### src/rtl/colour_mem_arbiter.sv
// Round-robin arbiter that shares the fixed-latency colour ROM between two requesters.
// Each response is routed back to the port that issued the access, in issue order.
module colour_mem_arbiter #(
   parameter int unsigned ADDR_W = 3,
   parameter int unsigned DATA_W = 24,
   parameter int unsigned RD_LAT = 3
) (
   input  logic              clk,
   input  logic              rst,
   input  logic              req0_valid,
   input  logic [ADDR_W-1:0] req0_addr,
   output logic              req0_ready,
   output logic              rsp0_valid,
   output logic [DATA_W-1:0] rsp0_data,
   input  logic              req1_valid,
   input  logic [ADDR_W-1:0] req1_addr,
   output logic              req1_ready,
   output logic              rsp1_valid,
   output logic [DATA_W-1:0] rsp1_data,
   output logic              mem_en,
   output logic [ADDR_W-1:0] mem_addr,
   input  logic [DATA_W-1:0] mem_dout,
   output logic              busy
);

   typedef enum logic {PORT0 = 1'b0, PORT1 = 1'b1} port_e;

   port_e             last_q;
   logic              grant0;
   logic              grant1;
   logic              grant_any;
   logic [RD_LAT-1:0] tag_vld_q;
   port_e             tag_port_q [RD_LAT];

   // On a tie the port that was not granted most recently wins.
   always_comb begin
      grant0 = 1'b0;
      grant1 = 1'b0;
      if (!rst) begin
         grant0 = req0_valid & (~req1_valid | (last_q == PORT1));
         grant1 = req1_valid & (~req0_valid | (last_q == PORT0));
      end
   end

   assign grant_any  = grant0 | grant1;
   assign req0_ready = grant0;
   assign req1_ready = grant1;
   assign mem_en     = grant_any;
   assign mem_addr   = grant0 ? req0_addr : (grant1 ? req1_addr : '0);
   assign busy       = |tag_vld_q;

   always_ff @(posedge clk) begin
      if (rst) begin
         last_q     <= PORT1;
         tag_vld_q  <= '0;
         for (int unsigned i = 0; i < RD_LAT; i++) tag_port_q[i] <= PORT0;
         rsp0_valid <= 1'b0;
         rsp1_valid <= 1'b0;
         rsp0_data  <= '0;
         rsp1_data  <= '0;
      end else begin
         if (grant_any) last_q <= grant1 ? PORT1 : PORT0;
         tag_vld_q[0]  <= grant_any;
         tag_port_q[0] <= grant1 ? PORT1 : PORT0;
         for (int unsigned i = 1; i < RD_LAT; i++) begin
            tag_vld_q[i]  <= tag_vld_q[i-1];
            tag_port_q[i] <= tag_port_q[i-1];
         end
         // The tag leaving the pipe lines up with the ROM data for that access.
         rsp0_valid <= tag_vld_q[RD_LAT-1] && (tag_port_q[RD_LAT-1] == PORT0);
         rsp1_valid <= tag_vld_q[RD_LAT-1] && (tag_port_q[RD_LAT-1] == PORT1);
         if (tag_vld_q[RD_LAT-1] && (tag_port_q[RD_LAT-1] == PORT0)) rsp0_data <= mem_dout;
         if (tag_vld_q[RD_LAT-1] && (tag_port_q[RD_LAT-1] == PORT1)) rsp1_data <= mem_dout;
      end
   end

endmodule

### config.mk
export PLATFORM = sky130hd
export DESIGN_NAME = colour_mem_arbiter
export DESIGN_NICKNAME = d
export VERILOG_FILES = /design/src/rtl/colour_mem_arbiter.sv
export SDC_FILE = /design/constraint.sdc
export NUM_CORES = 1
export LEC_CHECK = 0
export ABC_AREA = 1
export CAP_MARGIN = 20
export CORE_UTILIZATION = 42
export CTS_BUF_LIST = sky130_fd_sc_hd__clkbuf_16
export DETAILED_ROUTE_END_ITERATION = 8
export HOLD_SLACK_MARGIN = 0.05
export MAX_ROUTING_LAYER = met4
export PLACE_DENSITY = 0.77
export SYNTH_ARGS = -nofsm -noshare
export SYNTH_HDL_FRONTEND = slang
export SYNTH_SLANG_ARGS = --single-unit
export TNS_END_PERCENT = 10
### constraint.sdc
create_clock -name clk -period 1.2 [get_ports clk]
set_input_delay 0.3 -clock clk [delete_from_list [all_inputs] [get_ports clk]]
set_output_delay 0.3 -clock clk [all_outputs]
set_load 0.02 [all_outputs]
==> flow_summary.json, run 1 <==
{
  "post-route-period-util_pct": 119,
  "yosysWarnings": 0,
  "hold_path_class": "flop to flop",
  "design_area_um2": 3260,
  "track_usage_pct": 22.7,
  "clkSlewWorstSetupHoldPaths_ns": 0.05,
  "cp-start-kind": "flop",
  "core_area_um2": 4880,
  "cap_violations": 0,
  "critPathMaxFanout": 5,
  "ant_nets": 0,
  "gp_congestion": 0.787,
  "violations": "negative setup slack",
  "drt_first_pass_iters": 4,
  "rrSetupSlack_ns": -0.01,
  "slew_viol_final": 0,
  "route.detailed.drc": 0,
  "fin_setup_tns_ns": -1.17,
  "worst_slack_ns": -0.233,
  "critPathLaunch": "last_q",
  "max_freq_ghz": 0.698,
  "place_area_um2": 3210,
  "syn-cell-area_um2": 2200,
  "ir_drop_mv": 0.987,
  "synth_nets": 316,
  "rows": 25,
  "grt_overflow": 0,
  "critPathSlowestCell": "dfxtp_2",
  "layout.nets": 412,
  "drive_above_1_share_pct": 25.5,
  "routed_via_density": 4.83,
  "ys_types": 16,
  "io_pins": 91,
  "cts.sinks": 57,
  "slew_headroom_pct": 63.8,
  "outcome": "complete, but fails checks",
  "crit_family": "flip-flops",
  "fp.dieH_um": 74.4,
  "post-route-min-period_ns": 1.43,
  "crit_type": "flop to primary output",
  "grt_pass1_wl_um": 9030,
  "n_antenna_cell": 0,
  "die-area_um2": 5540,
  "cp_num_buf_inv": 2,
  "drtIter0Drc": 163,
  "layout_commonest_cell": "dfxtp_1",
  "arrival_ns": 1.13,
  "hpwl_um": 3890,
  "finalHoldViolCount": 0,
  "cts_hold_buf": 0,
  "synthCells": 282,
  "crit_path_frequent_cell": "nand2_4",
  "grt_max_degree": 50,
  "port_buffers": 90,
  "cpPeakStageDelay_ns": 0.34,
  "cts_tree": "built",
  "cp.depth": 5,
  "final.fill_count": 438,
  "grt_pass1_vias": 1939,
  "rr_startpoint": "tag_vld_q[2]",
  "p_leak_nw": 1.45,
  "vias": 2166,
  "cts-root-buf": "clkbuf_16",
  "cp-end-kind": "primary output",
  "place_ws_ns": -0.920,
  "worstMarginPinSlew_ns": 0.541,
  "register_area_um2": 1140,
  "ys_seq_area_share_pct": 51.8,
  "multiInputGateArea_um2": 953,
  "clk_path_buf_depth": 2,
  "power.density_nw_per_um2": 1400,
  "worstPathCellList": "inv_2 > nand2_4 > nand2_4 > a21oi_2 > buf_4",
  "postSynthRegisterBits": 57,
  "setup_violations": 9,
  "skew_ns": 0.00586,
  "numCtsBuffers": 9,
  "wl_um": 5830,
  "r2r-end": "rsp0_data[2]",
  "syn_to_final_growth_pct": 48.2,
  "required_ns": 0.90,
  "antenna_found_initial": 0,
  "crit_end": "mem_en",
  "reg2reg_depth": 5,
  "die_w_um": 74.4,
  "grt_setup_unrepaired": "yes",
  "syn_area_per_cell_um2": 7.81,
  "final_cell_mix": "dfxtp_1 (55), nor2_1 (54), nand2_1 (51), buf_2 (49), clkdlybuf4s50_1 (30)",
  "post_drt_wl_per_cell_um": 13.0,
  "start_util_pct": 45.2,
  "insertion_delay_ns": 0.32,
  "htree_levels": 3,
  "power_mw": 4.56
}
worst min-delay path by stage:
stage | from | to | slack, ns | cells after the start
floorplan | tag_port_q[0][0] | tag_port_q[0][1] | 0.39 | 2
global placement | tag_port_q[0][1] | tag_port_q[0][2] | 0.39 | 2
detailed placement | tag_port_q[0][1] | tag_port_q[0][2] | 0.40 | 2
CTS | tag_port_q[0][1] | tag_port_q[0][2] | 0.40 | 2
global route | tag_port_q[0][1] | tag_port_q[0][2] | 0.42 | 2
finish | tag_port_q[0][1] | tag_port_q[0][2] | 0.42 | 2
synthesized netlist by cell type (all sizes together):
| cell type | n | area share [%] |
|---|---|---|
| nand3b | 24 | 8.2 |
| clkbuf | 3 | 0.51 |
| o211ai | 1 | 0.34 |
| dfxtp | 57 | 52 |
| nand4 | 6 | 1.7 |
| a21oi | 26 | 5.9 |
| nand3 | 25 | 5.7 |
| nand2 | 56 | 9.5 |
| buf | 18 | 4.7 |
| inv | 8 | 1.4 |
| nor3 | 1 | 0.23 |
| nor2 | 57 | 10 |
cells by family after synthesis:
logic type             Yosys count  share of synthesized area, %
and+or+nand+nor                169                          35.4
DFF                             57                          51.8
buffers and inverters           29                          6.59
AOI/OAI and AO/OA               27                          6.25
worst register-to-register path, delay by kind of cell (launching register included):
kind / cells / cell delay [ns]
buffers and inverters: 2 / 0.17
flip-flops: 1 / 0.35
AND/OR/NAND/NOR: 3 / 0.63
state kept, by name, indices dropped and copies added (netlist names):
register / flops
rsp0_data: 24
rsp1_data: 24
tag_port_q: 3
tag_vld_q: 3
last_q: 1
rsp0_valid: 1
rsp1_valid: 1
cell type report:
class	count	share of cell area [%]
Multi-Input combinational cell	196	29.2
Inverter	8	0.920
Clock buffer	9	6.90
Tap cell	67	2.57
Clock inverter	5	0.575
Timing Repair Buffer	106	24.8
Sequential cell	57	35.0
per-layer routing:
metal	global-route usage [%]	share of wire, %	wire [um]
met5	-	0	0
met4	10.7	1.9	113
met3	4.61	4.7	274
met2	37.0	51	2980
met1	26.6	42	2460
report_power, final:
part | leakage [nW] | internal, mW | switching, mW
logic | 0.858 | 0.238 | 0.267
registers | 0.463 | 1.95 | 0.0243
clock network | 0.130 | 1.33 | 0.751
total | 1.45 | 3.51 | 1.04
through the flow:
step / std cells / utilization (%) / hold WS [ns]
after floorplan: 282 / - / 0.388
after CTS: 448 / 67.5 / 0.404
after detailed placement: 434 / 65.8 / 0.396
after global placement: 434 / 65.8 / 0.391
final: 448 / 66.9 / 0.418
after global routing: 448 / 66.9 / 0.418
repair_timing:
action / in CTS / in global routing
gates resized for setup: 246 / 16
endpoints found under the setup margin: 106 / 64
setup buffers: 0 / 0
pin swaps: 10 / 2
Power figures use the tool's default switching activity.
==> run 2: changes to the inputs <==
- CORE_ASPECT_RATIO: unset -> 1.1
- CORE_UTILIZATION: 42 -> 61
- DONT_BUFFER_PORTS: unset -> 1
- PLACE_DENSITY: 0.77 -> 0.75
==> run 2 against run 1 <==
The run still ends with negative setup slack left. Sequential power grew 3%. Highest routed layer unchanged. Critical endpoint is now req0_ready. Utilization is 10 points higher. Critical path type unchanged. First-iteration DRC count fell by 36%.
==> flow_summary.json, run 2 (synthesized netlist as in run 1, its figures left out) <==
{
  "grt_overflow": 0,
  "cpPeakStageDelay_ns": 0.34,
  "insertion_delay_ns": 0.31,
  "rrSetupSlack_ns": 0.09,
  "cts.sinks": 57,
  "grt_pass1_wl_um": 7180,
  "whs_ns": 0.0610,
  "hold_start": "rst",
  "arrival_ns": 1.09,
  "cp_num_buf_inv": 2,
  "finalHoldViolCount": 0,
  "post-route-min-period_ns": 1.39,
  "rows": 22,
  "required_ns": 0.90,
  "drtIter0Drc": 105,
  "reg.largest.list": "rsp0_data x24, rsp1_data x24",
  "p_leak_nw": 1.02,
  "gr-max-usage-layer": "met2",
  "critPathSlowestCell": "dfxtp_2",
  "route.detailed.drc": 0,
  "cts_tree": "built",
  "final_cell_mix": "nor2_1 (56), dfxtp_1 (55), nand2_1 (49), a21oi_1 (25)",
  "routed_via_density": 5.35,
  "clk_path_buf_depth": 2,
  "drt_first_pass_iters": 4,
  "worst_hold_path.num_cells": 1,
  "io_pins": 91,
  "power.density_nw_per_um2": 1680,
  "cp-start-kind": "flop",
  "wl_um": 4840,
  "drive_above_1_share_pct": 13.3,
  "final.fill_count": 251,
  "worstMarginPinSlew_ns": 0.914,
  "htree_levels": 3,
  "vias": 1823,
  "worst_slack_ns": -0.194,
  "hold_path_class": "input pin to flop",
  "crit_type": "flop to primary output",
  "layout_commonest_cell": "nor2_1",
  "hpwl_um": 3230,
  "grt_setup_unrepaired": "yes",
  "port_buffers": 0,
  "clkSlewWorstSetupHoldPaths_ns": 0.05,
  "crit_path_frequent_cell": "nand2_4",
  "ant_nets": 0,
  "critPathMaxFanout": 5,
  "layout.nets": 323,
  "fin_util_pct": 77.4,
  "crit_family": "flip-flops",
  "core_area_um2": 3390,
  "grt_use_met2_pct": 37.2,
  "track_usage_pct": 26.0,
  "fin_setup_tns_ns": -0.874,
  "start_util_pct": 65.1,
  "max_freq_ghz": 0.717,
  "cts-root-buf": "clkbuf_16",
  "die-area_um2": 3860,
  "outcome": "complete, but fails checks",
  "syn_to_final_growth_pct": 18.9,
  "grt_max_degree": 31,
  "fp.dieH_um": 65.0,
  "power_mw": 4.41,
  "reg2reg_depth": 3,
  "worstPathCellList": "inv_2 > nand2_4 > nand2_4 > nor2_1 > buf_4",
  "post-route-period-util_pct": 116,
  "violations": "negative setup slack",
  "design_area_um2": 2620,
  "use_met3_pct": 8.78,
  "gr-usage-met1_pct": 31.3,
  "slew_headroom_pct": 39.1,
  "antenna_found_initial": 0,
  "slew_viol_final": 0,
  "n_antenna_cell": 0,
  "cap_violations": 0,
  "hold_end": "rsp0_valid",
  "die_w_um": 59.3,
  "numCtsBuffers": 9,
  "place_area_um2": 2250,
  "gp_congestion": 0.831,
  "setup_violations": 6,
  "ir_drop_mv": 1.30,
  "grt_pass1_vias": 1632,
  "r2r-end": "rsp1_data[5]",
  "cp-end-kind": "primary output",
  "post_drt_wl_per_cell_um": 14.2,
  "skew_ns": 0.00218,
  "rr_startpoint": "tag_port_q[0][2]"
}
run 2: power breakdown:
group | leakage [nW] | internal [mW] | switching, mW | total [mW]
combinational | 0.426 | 0.109 | 0.161 | 0.270
sequential | 0.463 | 1.95 | 0.0773 | 2.03
clock | 0.133 | 1.35 | 0.769 | 2.11
run 2: layout make-up:
| cell class | instances | area, um^2 | share of cell area [%] |
|---|---|---|---|
| flip-flops and latches | 57 | 1140 | 43.6 |
| multi-input cells | 196 | 966 | 36.9 |
| clock buffers | 9 | 225 | 8.60 |
| repair buffers | 17 | 168 | 6.40 |
| well taps | 48 | 60.1 | 2.29 |
| inverters | 8 | 30.0 | 1.15 |
| clock inverters | 6 | 27.5 | 1.05 |
run 2: metal layers:
layer | wire [um] | vias up
li1 | - | 929
met1 | 2190 | 809
met2 | 2180 | 74
met3 | 345 | 11
met4 | 120 | 0
met5 | 0 | -
run 2: worst max path at each step:
stage	from	end	cells past startpoint
4_1_cts	last_q	req0_ready	5
6_report	last_q	req0_ready	5
3_3_place_gp	last_q	mem_en	4
5_1_grt	last_q	req0_ready	5
3_5_place_dp	last_q	mem_en	4
2_1_floorplan	rst	req0_ready	3
run 2: stage by stage:
stage               setup WS [ns]  cells
floorplan                 -0.0648    282
global placement           0.0464    319
detailed placement       -0.00848    319
CTS                        -0.200    339
global route               -0.233    341
finish                     -0.194    341
run 2: what timing repair did:
action                                 CTS  global route
setup buffers                            1             1
setup endpoints to repair                7            57
hold buffers                             4             1
pin swaps                                3             2
gates resized for setup                 14             2
endpoints found under the hold margin   27             2
run 2: worst reg2reg max path, delay by kind of cell, from the launching register on:
family	cells	cell delay [ns]
AO/OA/AOI/OAI	1	0.17
AND/OR/NAND/NOR	1	0.14
flip-flops	1	0.43
buffers and inverters	1	0.29
